<file path="config.mk">
export PLATFORM = sky130hd
export DESIGN_NAME = pipeline_stall_controller
export DESIGN_NICKNAME = d
export VERILOG_FILES = /design/src/rtl/pipeline_stall_controller.sv
export SDC_FILE = /design/constraint.sdc
export NUM_CORES = 1
export LEC_CHECK = 0
export BUFFER_PORTS_ARGS = -buffer_cell sky130_fd_sc_hd__buf_4
export CAP_MARGIN = 25
export CORE_MARGIN = 5
export CORE_UTILIZATION = 35
export CTS_CLUSTER_SIZE = 25
export DETAILED_ROUTE_END_ITERATION = 6
export GPL_ROUTABILITY_DRIVEN = 0
export PLACE_DENSITY = 0.82
export SLEW_MARGIN = 10
export SYNTH_ARGS = -nofsm -noshare
export SYNTH_HDL_FRONTEND = slang
export SYNTH_SLANG_ARGS = --single-unit
export TNS_END_PERCENT = 30
</file>
<file path="constraint.sdc">
create_clock -name clk -period 1.4 [get_ports clk]
set_clock_uncertainty 0.05 [all_clocks]
set_input_delay 0.07 -clock clk [delete_from_list [all_inputs] [get_ports clk]]
set_output_delay 0.07 -clock clk [all_outputs]
set_load 0.005 [all_outputs]
</file>
<file path="src/rtl/pipeline_stall_controller.sv">
// ---------------------------------------------------------------------------
// pipeline_stall_controller
//
// Central stall/flush controller for a five-stage in-order pipeline. It
// decides each cycle whether the front end holds, whether a taken branch
// squashes the wrong-path fetch, and whether a load-use hazard inserts a
// bubble. It also sequences the single outstanding external memory access
// issued from the MEM stage and enters a sticky error state when that access
// is not completed within MEM_TIMEOUT wait cycles.
//
// Control outputs are combinational from the state register and the current
// inputs, so the pipeline registers see them in the same cycle as the
// condition that caused them.
//
// Parameters
//   MEM_TIMEOUT : MEM_WAIT cycles allowed for one access before ERROR (>= 1)
//   CNT_W       : width of the performance counters
//
// Optional feature
//   STALL_COUNTER_EN : when defined, the three performance counters are
//                      implemented (saturating). When undefined the counter
//                      ports remain but are tied to zero and no counter
//                      flops exist.
//
// Ports
//   clk             in   single clock, rising edge
//   rst             in   synchronous active-high reset
//   hazard_detected in   data hazard from the ID-stage hazard unit
//   branch_taken    in   taken branch/jump resolved in EXE
//   mem_r_en        in   MEM-stage load
//   mem_w_en        in   MEM-stage store
//   sram_ready      in   external memory completes the access this cycle
//   sram_req        out  memory access request
//   freeze_pc       out  hold PC
//   freeze_if_id    out  hold IF/ID register
//   flush_if_id     out  clear IF/ID register to NOP
//   bubble_id_exe   out  load NOP into ID/EXE register
//   freeze_back     out  hold ID/EXE, EXE/MEM and MEM/WB registers
//   mem_error       out  high exactly while in ERROR (sticky until rst)
//   stall_cnt       out  hazard-bubble cycles
//   mem_wait_cnt    out  memory stall cycles
//   flush_cnt       out  branch flushes
// ---------------------------------------------------------------------------
module pipeline_stall_controller #(
    parameter int MEM_TIMEOUT = 15,
    parameter int CNT_W       = 16
) (
    input  logic             clk,
    input  logic             rst,
    input  logic             hazard_detected,
    input  logic             branch_taken,
    input  logic             mem_r_en,
    input  logic             mem_w_en,
    input  logic             sram_ready,
    output logic             sram_req,
    output logic             freeze_pc,
    output logic             freeze_if_id,
    output logic             flush_if_id,
    output logic             bubble_id_exe,
    output logic             freeze_back,
    output logic             mem_error,
    output logic [CNT_W-1:0] stall_cnt,
    output logic [CNT_W-1:0] mem_wait_cnt,
    output logic [CNT_W-1:0] flush_cnt
);

    // Wait counter only needs to reach MEM_TIMEOUT; one spare bit for the
    // incremented value used in the timeout compare.
    localparam int WAIT_W = (MEM_TIMEOUT < 2) ? 1 : $clog2(MEM_TIMEOUT + 1);
    localparam logic [WAIT_W:0] TIMEOUT_V = MEM_TIMEOUT[WAIT_W:0];
    localparam logic [WAIT_W:0] WAIT_ONE  = {{WAIT_W{1'b0}}, 1'b1};

    typedef enum logic [1:0] {
        ST_RUN      = 2'd0,
        ST_MEM_WAIT = 2'd1,
        ST_ERROR    = 2'd2
    } state_t;

    state_t              state_r;
    logic [WAIT_W-1:0]   wait_cnt_r;

    logic                mem_access_s;
    logic                sram_req_s;
    logic                mem_stall_s;
    logic                in_error_s;
    logic [WAIT_W:0]     wait_cnt_inc_s;
    logic                wait_done_s;

    // Memory request and stall qualification from state and MEM-stage enables.
    always_comb begin
        mem_access_s = mem_r_en | mem_w_en;
        sram_req_s   = 1'b0;
        case (state_r)
            ST_RUN:      sram_req_s = mem_access_s;
            ST_MEM_WAIT: sram_req_s = 1'b1;
            ST_ERROR:    sram_req_s = 1'b0;
            default:     sram_req_s = 1'b0;
        endcase
        mem_stall_s = sram_req_s & ~sram_ready;
        in_error_s  = (state_r == ST_ERROR);
    end

    // The registered wait count holds completed MEM_WAIT cycles, so the
    // incremented value is the wait count including the current cycle: the
    // access times out at the end of the MEM_TIMEOUT-th MEM_WAIT cycle.
    always_comb begin
        wait_cnt_inc_s = {1'b0, wait_cnt_r} + WAIT_ONE;
        wait_done_s    = (wait_cnt_inc_s == TIMEOUT_V);
    end

    // Pipeline control with priority ERROR > memory stall > branch > hazard.
    always_comb begin
        sram_req      = sram_req_s;
        mem_error     = in_error_s;
        freeze_pc     = 1'b0;
        freeze_if_id  = 1'b0;
        flush_if_id   = 1'b0;
        bubble_id_exe = 1'b0;
        freeze_back   = 1'b0;
        if (in_error_s || mem_stall_s) begin
            // Whole pipeline holds; branch/hazard are re-evaluated once it moves.
            freeze_pc    = 1'b1;
            freeze_if_id = 1'b1;
            freeze_back  = 1'b1;
        end else if (branch_taken) begin
            // PC keeps running so the branch target is fetched next.
            flush_if_id   = 1'b1;
            bubble_id_exe = 1'b1;
        end else if (hazard_detected) begin
            freeze_pc     = 1'b1;
            freeze_if_id  = 1'b1;
            bubble_id_exe = 1'b1;
        end else begin
            freeze_pc     = 1'b0;
            freeze_if_id  = 1'b0;
            flush_if_id   = 1'b0;
            bubble_id_exe = 1'b0;
            freeze_back   = 1'b0;
        end
    end

    // Memory-access state machine and its wait counter.
    always_ff @(posedge clk) begin
        if (rst) begin
            // Abandons any in-flight access.
            state_r    <= ST_RUN;
            wait_cnt_r <= {WAIT_W{1'b0}};
        end else begin
            case (state_r)
                ST_RUN: begin
                    wait_cnt_r <= {WAIT_W{1'b0}};
                    if (mem_stall_s) begin
                        state_r <= ST_MEM_WAIT;
                    end else begin
                        state_r <= ST_RUN;
                    end
                end
                ST_MEM_WAIT: begin
                    if (sram_ready) begin
                        // Completion wins over a coincident timeout.
                        state_r    <= ST_RUN;
                        wait_cnt_r <= {WAIT_W{1'b0}};
                    end else if (wait_done_s) begin
                        state_r    <= ST_ERROR;
                        wait_cnt_r <= {WAIT_W{1'b0}};
                    end else begin
                        state_r    <= ST_MEM_WAIT;
                        wait_cnt_r <= wait_cnt_inc_s[WAIT_W-1:0];
                    end
                end
                ST_ERROR: begin
                    // Absorbing until reset.
                    state_r    <= ST_ERROR;
                    wait_cnt_r <= {WAIT_W{1'b0}};
                end
                default: begin
                    state_r    <= ST_RUN;
                    wait_cnt_r <= {WAIT_W{1'b0}};
                end
            endcase
        end
    end

`ifdef STALL_COUNTER_EN

    localparam logic [CNT_W-1:0] CNT_ONE = {{(CNT_W-1){1'b0}}, 1'b1};
    localparam logic [CNT_W-1:0] CNT_MAX = {CNT_W{1'b1}};

    // Saturating increment: the counter sticks at all-ones.
    function automatic logic [CNT_W-1:0] sat_inc(input logic [CNT_W-1:0] value);
        logic [CNT_W-1:0] result;
        if (value == CNT_MAX) begin
            result = value;
        end else begin
            result = value + CNT_ONE;
        end
        return result;
    endfunction

    logic [CNT_W-1:0] stall_cnt_r;
    logic [CNT_W-1:0] mem_wait_cnt_r;
    logic [CNT_W-1:0] flush_cnt_r;
    logic             stall_evt_s;
    logic             flush_evt_s;

    // Events that count: a hazard bubble only when nothing of higher priority
    // claimed the cycle, a flush only when the branch actually took effect.
    always_comb begin
        stall_evt_s = hazard_detected & ~branch_taken & ~mem_stall_s & ~in_error_s;
        flush_evt_s = branch_taken & ~mem_stall_s & ~in_error_s;
    end

    // Performance counters.
    always_ff @(posedge clk) begin
        if (rst) begin
            stall_cnt_r    <= {CNT_W{1'b0}};
            mem_wait_cnt_r <= {CNT_W{1'b0}};
            flush_cnt_r    <= {CNT_W{1'b0}};
        end else begin
            if (stall_evt_s) begin
                stall_cnt_r <= sat_inc(stall_cnt_r);
            end else begin
                stall_cnt_r <= stall_cnt_r;
            end
            if (mem_stall_s) begin
                mem_wait_cnt_r <= sat_inc(mem_wait_cnt_r);
            end else begin
                mem_wait_cnt_r <= mem_wait_cnt_r;
            end
            if (flush_evt_s) begin
                flush_cnt_r <= sat_inc(flush_cnt_r);
            end else begin
                flush_cnt_r <= flush_cnt_r;
            end
        end
    end

    assign stall_cnt    = stall_cnt_r;
    assign mem_wait_cnt = mem_wait_cnt_r;
    assign flush_cnt    = flush_cnt_r;

`else

    assign stall_cnt    = {CNT_W{1'b0}};
    assign mem_wait_cnt = {CNT_W{1'b0}};
    assign flush_cnt    = {CNT_W{1'b0}};

`endif

endmodule

</file>
**Word-level counts from Yosys, hierarchy flattened**

Cells that the tools add are included.

- Flip-flop bits (word level): 6
- Bits in latches: 0
- Bits in read-only memories: 0
- Memories: 0
- Output and inout port bits: 55
- Bits in writable memories: 0

- Multipliers: 0
- Div/mod/pow operators: 0
- Magnitude comparators: 0
- Shift-type cells: 0
- Reductions and logical operators: 3
- Add/subtract/negate cells: 1
- Bitwise gates (word level): 4
- Mux-type cells: 13
- Equality and inequality tests: 3

Operators with widths:

| operator | count |
|---|---|
| $mux 1 | 9 |
| $pmux 2 s3 | 1 |
| $add 4x1->5 const B | 1 |
| $eq 5x4->1 const B | 1 |
| $mux 2 | 2 |
| $reduce_or 4->1 | 1 |
| $eq 2x1->1 const B | 1 |
| $eq 2x2->1 const B | 1 |
| $logic_not 2->1 | 1 |
| $not 1->1 | 2 |
| $pmux 1 s2 | 1 |
| $and 1x1->1 | 1 |
| $logic_or 1x1->1 | 1 |
| $or 1x1->1 | 1 |

**Longest topological paths before layout**

Gate-level depths: netlist of run 1.

- Depth after elaboration: 5
- Depth in mapped cells: 5

**Least setup slack after synthesis of run 1**

OpenSTA, ideal clock, no wires.

- Path type: register -> register
- Start point: register wait_cnt_r[0]
- End point: register state_r[0]
- Clock period less this slack: 1,257 ps
- Data arrival time: 1,143 ps
- Cell stages (with the launch flop): 5
- Slack: 143 ps
- Required time: 1,286 ps
- Cell sequence: dfxtp_1 ha_1 and4b_1 a211o_1 nor2_1

- Word-level cells in the longest chain between the ends: 5

Ends and longest elaborated chain:

| item | line | RTL |
|---|---|---|
| start, declared | 80 | `logic [WAIT_W-1:0] wait_cnt_r;` |
| start signal, assigned | 147 | `wait_cnt_r <= {WAIT_W{1'b0}};` |
| start signal, assigned | 151 | `wait_cnt_r <= {WAIT_W{1'b0}};` |
| start signal, assigned | 162 | `wait_cnt_r <= {WAIT_W{1'b0}};` |
| $add 4x1->5 | 107 | `wait_cnt_inc_s = {1'b0, wait_cnt_r} + WAIT_ONE;` |
| $eq 5x4->1 | 108 | `wait_done_s = (wait_cnt_inc_s == TIMEOUT_V);` |
| $mux 2 | 163 | `end else if (wait_done_s) begin` |
| $mux 2 | 159 | `if (sram_ready) begin` |
| $pmux 2 s3 | 149 | `case (state_r)` |
| end signal, assigned | 153 | `state_r <= ST_MEM_WAIT;` |
| end signal, assigned | 161 | `state_r <= ST_RUN;` |
| end signal, assigned | 164 | `state_r <= ST_ERROR;` |
| end, declared | 79 | `state_t state_r;` |

No other way between the ends.
A chain may end at the register's enable or synchronous reset.

**Final worst setup path of run 1**

- Start point: register state_r[1]
- End point: output port flush_if_id

- Word-level cells in the longest chain between the ends: 5
- Elaborated cells between the ends (all ways): 7

Ends and longest elaborated chain:

| item | line | RTL |
|---|---|---|
| start signal, assigned | 146 | `state_r <= ST_RUN;` |
| start signal, assigned | 153 |  |
| start signal, assigned | 155 | `state_r <= ST_RUN;` |
| $eq 2x1->1 / $logic_not 2->1 (equally long branches) | 93 | `case (state_r)` |
| $pmux 1 s2 | 93 |  |
| $and 1x1->1 | 99 | `mem_stall_s = sram_req_s & ~sram_ready;` |
| $logic_or 1x1->1 * | 120 | `if (in_error_s \|\| mem_stall_s) begin` |
| $mux 1 * | 120 |  |
| end, declared | 58 | `output logic flush_if_id,` |

Every way passes the cells marked *; elsewhere a longest branch is shown, timed or not.

==> flow_metrics.tcl, run 1 <==
set metrics [dict create \
    outcome "finished clean" \
    required_ns 1.28 \
    power_frac_comb 0.230 \
    setup_viol 0 \
    power_mw 0.431 \
    place.port_buffers 13 \
    p_leak_nw 0.452 \
    p_sw_frac 0.287 \
    ys_warn_count 0 \
    routed_wl_um 1300 \
    antennaDiodeCount 0 \
    grt_antenna_before_repair 0 \
    drt_first_pass_iters 4 \
    worstHoldPathType "in -> reg" \
    drv_cap 0 \
    drive_gt1_frac 0.283 \
    clock_path_buffers 2 \
    die_w_um 57 \
    netlist_area_sq_um 773 \
    post-place-cells 137 \
    fin_crit_sh 0.995 \
    clock-sinks 6 \
    hold_buffers 0 \
    seq_power_share 0.405 \
    io_pins 62 \
    path_max_fanout 5 \
    intPower_mw 0.307 \
    crit_arrival_ns 1.27 \
    post_drt_wl_per_cell_um 9.23 \
    clk_pin_slew_ns 0.05 \
    ys_seq_area_frac 0.155 \
    switchingPower_mw 0.123 \
    coreArea_sq_um 2170 \
    dp_hpwl_um 1090 \
    nets 124 \
    area_growth_pct 3.40 \
    rrSetupSlack_ns 0.12 \
    ys_ff_latch 6 \
    final_cells 141 \
    end_kind "primary output" \
    ant_nets 0 \
    drt_first_iter_violations 8 \
    worstSkewPairLatency_ns 0.24 \
    drv_slew 0 \
    fin_crit_ns 1.39 \
    cts_max_level 1 \
    syn-instance-count 96 \
    hold_viol 0 \
    viasPerCell 3.77 \
    critPathLaunchType "register" \
    pwr-share-clk 0.365 \
    worstSetupPathType "reg -> out" \
    ys_types 29 \
    cts_root_buf "clkbuf_4" \
    grtUsageTotal 0.0696 \
    die-height_um 57 \
    ir_worst_vdd_mv 0.377 \
    p_per_area_nw_per_um2 539 \
    clock.fmax_ghz 0.718 \
    gr-total-overflow 0 \
    grt_pass1_vias 433 \
    std_cell_rows 17 \
    avgSynthCellArea_sq_um 8.05 \
    vias 531 \
    cts_tree "built" \
    numCtsBuffers 3 \
    rsz0062_at_grt "yes" \
    die_area_sq_um 3250 \
    initial_utilization 0.356 \
    grt_pass1_wl_um 1790 \
    grt_max_degree 8 \
    drc 0 \
]
kinds of logic (layout without fill, tap and decap cells):
logic type / count (synthesis) / after routing / synth area share
compound gates: 14 / 14 / 0.149
xor+xnor: 1 / 1 / 0.0113
fa+ha+maj: 2 / 2 / 0.0324
buf+inv: 55 / 25 / 0.505
flops: 6 / 6 / 0.155
other cells: 1 / 48 / 0.00485
simple gates: 17 / 17 / 0.142
Yosys cell counts, drive strengths merged:
cell type | instances | share of area
o2111ai | 1 | 0.011
xnor2 | 1 | 0.011
nor4b | 1 | 0.019
o211a | 2 | 0.026
or2b | 1 | 0.0097
o2111a | 1 | 0.015
nor2 | 2 | 0.0097
and2 | 1 | 0.0081
a21oi | 2 | 0.013
nor3 | 4 | 0.026
or3 | 1 | 0.0081
o32a | 1 | 0.013
a31oi | 1 | 0.0081
o31a | 1 | 0.013
and3b | 1 | 0.011
a211o | 1 | 0.011
conb | 1 | 0.0048
o21a | 1 | 0.0097
nor2b | 2 | 0.016
a21bo | 1 | 0.013
a21boi | 1 | 0.0097
inv | 6 | 0.029
o21ai | 1 | 0.0065
dfxtp | 6 | 0.16
ha | 2 | 0.032
buf | 49 | 0.48
nand4b | 1 | 0.011
nand2 | 2 | 0.0097
and4b | 1 | 0.013
layout by cell type, fill, tap and decap left out:
cell,synthesis,final
conb_1,1,48
buf_4,49,16
inv_1,6,6
clkbuf_4,0,3
dfxtp_4,0,3
nor2_1,2,2
o211a_1,2,2
nand2_1,2,2
nor3_1,4,2
a21oi_1,2,2
ha_2,0,2
dfxtp_1,6,2
or2b_1,1,1
nor3_4,0,1
o31a_2,1,1
o21ai_2,0,1
o21a_1,1,1
and2_1,1,1
a21boi_0,1,1
and3b_1,1,1
nor2b_2,0,1
nor4b_2,1,1
nand4b_1,1,1
nor3_2,0,1
nor2b_1,2,1
o2111a_1,1,1
and4b_1,1,1
or3_1,1,1
a211o_1,1,1
xnor2_1,1,1
o2111ai_1,1,1
o32a_1,1,1
a31oi_1,1,1
a21bo_2,1,1
dfxtp_2,0,1
metrics by stage:
stage / util / setup TNS, ns / worst slack [ns] / cell area (sq um) / hold WS (ns)
global route: 0.369 / -0.0733 / -0.0477 / 800 / 0.0704
detailed placement: 0.336 / 0 / 0.00547 / 729 / 0.328
floorplan: - / 0 / 0.143 / 950 / 0.180
global placement: 0.336 / 0 / 0.0665 / 729 / 0.329
finish: 0.369 / 0 / 0.00633 / 800 / 0.0730
CTS: 0.355 / 0 / 0.00202 / 771 / 0.0661
path summary, 6_finish.rpt:
check                                 from                        to  cells past startpoint
setup / recovery     state_r[1]$_SDFF_PP0_               flush_if_id                      4
hold / removal                         rst  wait_cnt_r[3]$_SDFF_PP0_                      3
setup reg to reg  wait_cnt_r[0]$_SDFF_PP0_     state_r[0]$_SDFF_PP0_                      4
hold reg to reg   wait_cnt_r[0]$_SDFF_PP0_  wait_cnt_r[0]$_SDFF_PP0_                      1
repair_timing:
action / CTS / global route
pin swaps: 1 / 0
buffers inserted: 1 / 0
endpoints found under the setup margin: 5 / 10
resized for setup: 6 / 9
hold endpoints to repair: 0 / 0
final cells by class:
| class | instances | area (sq um) |
|---|---|---|
| Clock buffer | 3 | 22.5 |
| Multi-Input combinational cell | 82 | 467 |
| Tap cell | 28 | 35.0 |
| Timing Repair Buffer | 16 | 120 |
| Fill cell | 231 | 1370 |
| Sequential cell | 6 | 133 |
| Inverter | 6 | 22.5 |
worst max-delay path, cell delays in order, from the launching register on:
cell     delay [ns]
dfxtp_4        0.36
or2b_1         0.25
o31a_2         0.15
and2_1         0.14
buf_4          0.13
power by group through the flow:
stage                     Clock, mW  Combinational [mW]  Sequential (mW)
final                         0.157              0.0992            0.175
after global routing          0.181               0.112            0.175
after CTS                     0.167              0.0912            0.177
after detailed placement          0              0.0897            0.181
after global placement            0              0.0880            0.180
after floorplan                   0               0.150            0.179
layer usage:
layer | vias to the layer above | wire length, um | global-route usage
li1 | 258 | - | -
met1 | 242 | 440 | 0.0735
met2 | 29 | 706 | 0.116
met3 | 2 | 139 | 0.0158
met4 | 0 | 14 | 0.0596
met5 | - | 0 | 0
flip-flops by register name (all words and copies together) (netlist names):
register	count
state_r	2
wait_cnt_r	4
No activity file was read; power rests on OpenSTA's default activity.
==> run 2, diff against run 1 <==
==> constraint.sdc (replaced) <==
create_clock -name clk -period 1.2 [get_ports clk]
set_clock_uncertainty 0.05 [all_clocks]
set_input_delay 0.24 -clock clk [delete_from_list [all_inputs] [get_ports clk]]
set_output_delay 0.24 -clock clk [all_outputs]
set_load 0.005 [all_outputs]
==> run 2 against run 1 <==
  * The flow now finishes with violations (setup timing)
  * Routed wire length up 6.5%
  * Critical path depth unchanged
  * Sequential share of layout area down 1.8 points
  * Worst setup slack worse by 0.34 ns
  * Via count up 3.6%
  * Cell count up 5.7%
  * Die area unchanged
  * Utilization up 2.5 points
  * First-iteration DRC count down 75%
  * Power up 20%
  * Sequential power up 17%
==> flow_metrics.tcl, run 2 (synthesized netlist as in run 1, its figures left out) <==
set metrics [dict create \
    outcome "finished, violations left" \
    violations "setup timing" \
    grtUsageTotal 0.0771 \
    post_drt_wl_per_cell_um 9.30 \
    pre_cts_slack_ns -0.118 \
    drv_slew 0 \
    place.port_buffers 13 \
    numCtsBuffers 3 \
    rrSetupSlack_ns -0.12 \
    vias 550 \
    dp_hpwl_um 1180 \
    worstHoldPathType "in -> reg" \
    grt_max_degree 6 \
    die-height_um 57 \
    critPathMaxStageDelay_ns 0.34 \
    cp_cell_sequence "or2b_1, o31a_2, and2_4, buf_4" \
    pwr-share-clk 0.366 \
    cts_max_level 1 \
    antennaDiodeCount 0 \
    whs_ns 0.257 \
    required_ns 0.91 \
    viasPerCell 3.69 \
    layout_common_cells "conb_1, buf_4, inv_1" \
    rsz0062_at_grt "yes" \
    nets 132 \
    drt_first_pass_iters 2 \
    area_growth_pct 10.4 \
    slowest_stage "dfxtp_2" \
    fin_crit_sh 1.28 \
    io_pins 62 \
    ant_nets 0 \
    min_from "rst" \
    setup_viol 13 \
    die_w_um 57 \
    finish.utilization 0.393 \
    worstSkewPairLatency_ns 0.24 \
    gr-total-overflow 0 \
    p_leak_nw 0.494 \
    drive_gt1_frac 0.322 \
    p_per_area_nw_per_um2 608 \
    worstSetupPathType "reg -> out" \
    power_frac_comb 0.239 \
    clock.fmax_ghz 0.650 \
    post_dp_cell_area_sq_um 805 \
    finalSetupTns_ns -2.18 \
    drv_cap 0 \
    regMostFlops "wait_cnt_r" \
    switchingPower_mw 0.150 \
    final_cells 149 \
    crit_arrival_ns 1.25 \
    power_mw 0.519 \
    end_kind "primary output" \
    final_common_cell "conb_1" \
    hold_viol 0 \
    grt_pass1_vias 460 \
    cts_tree "built" \
    cts_root_buf "clkbuf_4" \
    fin_ws_ns -0.337 \
    whs_endpoint "state_r[1]$_SDFF_PP0_" \
    fin_crit_ns 1.54 \
    critPathLaunchType "register" \
    clk_pin_slew_ns 0.05 \
    holdPathStages 3 \
    top_regs "wait_cnt_r (4), state_r (2)" \
    largest_register_ffs 4 \
    rr_endpoint "state_r[1]$_SDFF_PP0_" \
    r2r_start "state_r[1]$_SDFF_PP0_" \
    rr_worst_depth 4 \
    intPower_mw 0.369 \
    coreArea_sq_um 2170 \
    clock_path_buffers 2 \
    p_sw_frac 0.288 \
    routed_wl_um 1390 \
    std_cell_rows 17 \
    grt_pass1_wl_um 2010 \
    die_area_sq_um 3250 \
    clock-sinks 6 \
    initial_utilization 0.356 \
    drc 0 \
    path_max_fanout 4 \
    drt_first_iter_violations 2 \
    design_area_sq_um 853 \
    grt_antenna_before_repair 0 \
    hold_buffers 0 \
    post-place-cells 145 \
    ir_worst_vdd_mv 0.418 \
    seq_power_share 0.395 \
]
[run 2: cell count changes in the layout (fill, tap and decap cells not counted), sizes merged]
cell,change
buf,+8
[run 2: critical path, delay by kind of cell (launching register included)]
kind	cells	cell delay (ns)
and+or+nand+nor	2	0.39
DFF	1	0.34
AOI/OAI and AO/OA	1	0.15
buffers and inverters	1	0.12
[run 2: routing by layer]
metal  GRT usage  routed length (um)  part of all wire
met1      0.0900                 473              0.34
met2       0.134                 756              0.55
met3      0.0204                 140              0.10
met4      0.0298                  17             0.012
met5           0                   0                 0
[run 2: cell type report]
cell class / count / area [sq um]
timing repair buffer: 24 / 184
sequential: 6 / 126
multi-input combinational: 82 / 463
clock buffer: 3 / 22.5
fill: 217 / 1320
tap: 28 / 35.0
inverter: 6 / 22.5
[run 2: how the worst max path moves through the flow]
stage / slack [ns] / endpoint / cells past startpoint / from
after floorplan: -0.01 / freeze_pc / 4 / state_r[1]$_SDFF_PP0_
after global placement: -0.11 / flush_if_id / 4 / sram_ready
after detailed placement: -0.12 / flush_if_id / 4 / sram_ready
after CTS: -0.36 / flush_if_id / 4 / state_r[0]$_SDFF_PP0_
after global routing: -0.38 / flush_if_id / 4 / state_r[0]$_SDFF_PP0_
final: -0.34 / flush_if_id / 4 / state_r[1]$_SDFF_PP0_
[run 2: repair_timing]
action                                  in CTS  in global routing
pin swaps                                    0                  1
endpoints found under the hold margin        0                  0
buffers inserted                             1                  0
endpoints found under the setup margin      13                 13
resized for setup                            5                  2
[run 2: power by group through the flow]
stage / logic, mW / clock network [mW] / registers (mW)
4_1_cts: 0.118 / 0.201 / 0.206
6_report: 0.124 / 0.190 / 0.205
3_3_place_gp: 0.114 / 0 / 0.210
3_5_place_dp: 0.115 / 0 / 0.210
2_1_floorplan: 0.177 / 0 / 0.210
5_1_grt: 0.139 / 0.214 / 0.205
==> run 3, diff against run 2 <==
- CORE_UTILIZATION: 35 -> 39
- PLACE_DENSITY: 0.82 -> 0.86
- clock period: 1.2 -> 1.6 ns (I/O delays scaled with it)
==> run 3 against run 2 <==
  * Critical path type unchanged
  * The run still ends with setup timing left
  * Non-clock buffer count decreased by 8
  * Cell count decreased by 6.0%
  * Utilization increased by 1.2 points
  * Hold slack improved by 0.063 ns
==> flow_metrics.tcl, run 3 (synthesized netlist as in run 1, its figures left out) <==
set metrics [dict create \
    clk_pin_slew_ns 0.04 \
    grt_pass1_vias 454 \
    coreArea_sq_um 1920 \
    required_ns 1.23 \
    std_cell_rows 16 \
    area_growth_pct 0.647 \
    drive_gt1_frac 0.239 \
    worstHoldPathType "in -> reg" \
    violations "setup timing" \
    worstSkewPairLatency_ns 0.24 \
    final_common_cell "conb_1" \
    place.port_buffers 13 \
    rrSetupSlack_ns 0.19 \
    grtUsageTotal 0.0930 \
    drc 0 \
    cts_root_buf "clkbuf_4" \
    antennaDiodeCount 0 \
    r2r_start "wait_cnt_r[0]$_SDFF_PP0_" \
    crit_arrival_ns 1.25 \
    critPathMaxStageDelay_ns 0.36 \
    setup_viol 1 \
    seq_power_share 0.406 \
    ir_worst_vdd_mv 0.442 \
    rr_endpoint "wait_cnt_r[2]$_SDFF_PP0_" \
    gr-total-overflow 0 \
    dp_hpwl_um 1120 \
    post_drt_wl_per_cell_um 10.0 \
    clock.fmax_ghz 0.615 \
    fin_crit_sh 1.02 \
    regMostFlops "wait_cnt_r" \
    grt_max_degree 8 \
    grt_antenna_before_repair 0 \
    rsz0062_at_grt "yes" \
    numCtsBuffers 3 \
    seq_area_sq_um 125 \
    critPathCapture "flush_if_id" \
    p_leak_nw 0.453 \
    p_sw_frac 0.286 \
    cts_max_level 1 \
    fin_ws_ns -0.0249 \
    outcome "finished, violations left" \
    rr_worst_depth 5 \
    largest_register_ffs 4 \
    io_pins 62 \
    cp_cell_sequence "or2b_1, o31a_2, and2_4, buf_6" \
    critPathLaunchType "register" \
    die_w_um 54.5 \
    worstSetupPathType "reg -> out" \
    drt_first_pass_iters 3 \
    vias 550 \
    intPower_mw 0.273 \
    worst-path-stages 4 \
    clock_path_buffers 2 \
    crit_buf_inv 1 \
    initial_utilization 0.402 \
    path_max_fanout 6 \
    drt_first_iter_violations 4 \
    fin_crit_ns 1.62 \
    power_frac_comb 0.232 \
    drv_slew 0 \
    nFillCells 199 \
    multi_input_area_sq_um 450 \
    die-height_um 54.5 \
    power_mw 0.383 \
    layout_common_cells "conb_1, buf_4, inv_1" \
    top_regs "wait_cnt_r (4), state_r (2)" \
    p_per_area_nw_per_um2 492 \
    hold_buffers 0 \
    cts_tree "built" \
    grt_pass1_wl_um 1960 \
    end_kind "primary output" \
    critPathLaunch "state_r[0]$_SDFF_PP0_" \
    drv_cap 0 \
    hold_viol 0 \
    finish.utilization 0.405 \
    routed_wl_um 1400 \
    clock-sinks 6 \
    viasPerCell 3.93 \
    switchingPower_mw 0.109 \
    pwr-share-clk 0.362 \
    slowest_stage "dfxtp_4" \
    ant_nets 0 \
    crit_family "simple AND/OR/NAND/NOR gates" \
    die_area_sq_um 2970 \
    nets 124 \
]
==> run 3: worst min-delay path by stage <==
stage                                   startpoint  slack [ns]                        to  cells after the start
after global routing                           rst        0.33  wait_cnt_r[3]$_SDFF_PP0_                      3
after detailed placement  wait_cnt_r[2]$_SDFF_PP0_        0.49     state_r[1]$_SDFF_PP0_                      2
after floorplan                         sram_ready        0.44  wait_cnt_r[3]$_SDFF_PP0_                      2
after CTS                                      rst        0.31  wait_cnt_r[3]$_SDFF_PP0_                      3
final                                          rst        0.32  wait_cnt_r[3]$_SDFF_PP0_                      3
after global placement    wait_cnt_r[0]$_SDFF_PP0_        0.48  wait_cnt_r[0]$_SDFF_PP0_                      1
==> run 3: power groups by stage <==
stage | sequential, mW | combinational [mW] | clock (mW)
floorplan | 0.157 | 0.131 | 0
global placement | 0.158 | 0.0763 | 0
detailed placement | 0.158 | 0.0783 | 0
CTS | 0.155 | 0.0797 | 0.147
global route | 0.155 | 0.102 | 0.156
finish | 0.155 | 0.0887 | 0.139
==> run 3: repair_timing <==
action | CTS | global route
hold endpoints to repair | 0 | 0
setup endpoints to repair | 5 | 4
resized for setup | 5 | 3
buffers inserted | 2 | 0
pin swaps | 1 | 0
==> run 3: layer usage <==
layer,GRT usage,vias to the layer above,share of wire
met5,0,-,0
li1,-,259,-
met4,0.0871,0,0.049
met2,0.167,33,0.54
met1,0.0859,251,0.31
met3,0.0191,7,0.10
==> run 3: final cells by class <==
type	instances	share of cell area
multi-input cells	82	0.579
flip-flops and latches	6	0.161
well taps	27	0.0434
repair buffers	16	0.159
inverters	6	0.0289
clock buffers	3	0.0289
==> run 3: per-stage QoR <==
step | instances | TNS (ns) | hold WS [ns] | setup slack (ns) | cell area, sq um
after floorplan | 143 | 0 | 0.445 | 0.179 | 950
after global placement | 135 | 0 | 0.480 | 0.152 | 721
after detailed placement | 135 | 0 | 0.495 | 0.114 | 721
after CTS | 140 | -0.0536 | 0.312 | -0.0251 | 768
after global routing | 140 | -0.340 | 0.330 | -0.0966 | 778
final | 140 | -0.0249 | 0.320 | -0.0249 | 778
==> run 3: worst min-delay path: cells and delay by family <==
kind | cells | cell delay, ns
AO/OA/AOI/OAI | 1 | 0.10
buffers and inverters | 1 | 0.09
AND/OR/NAND/NOR | 1 | 0.05
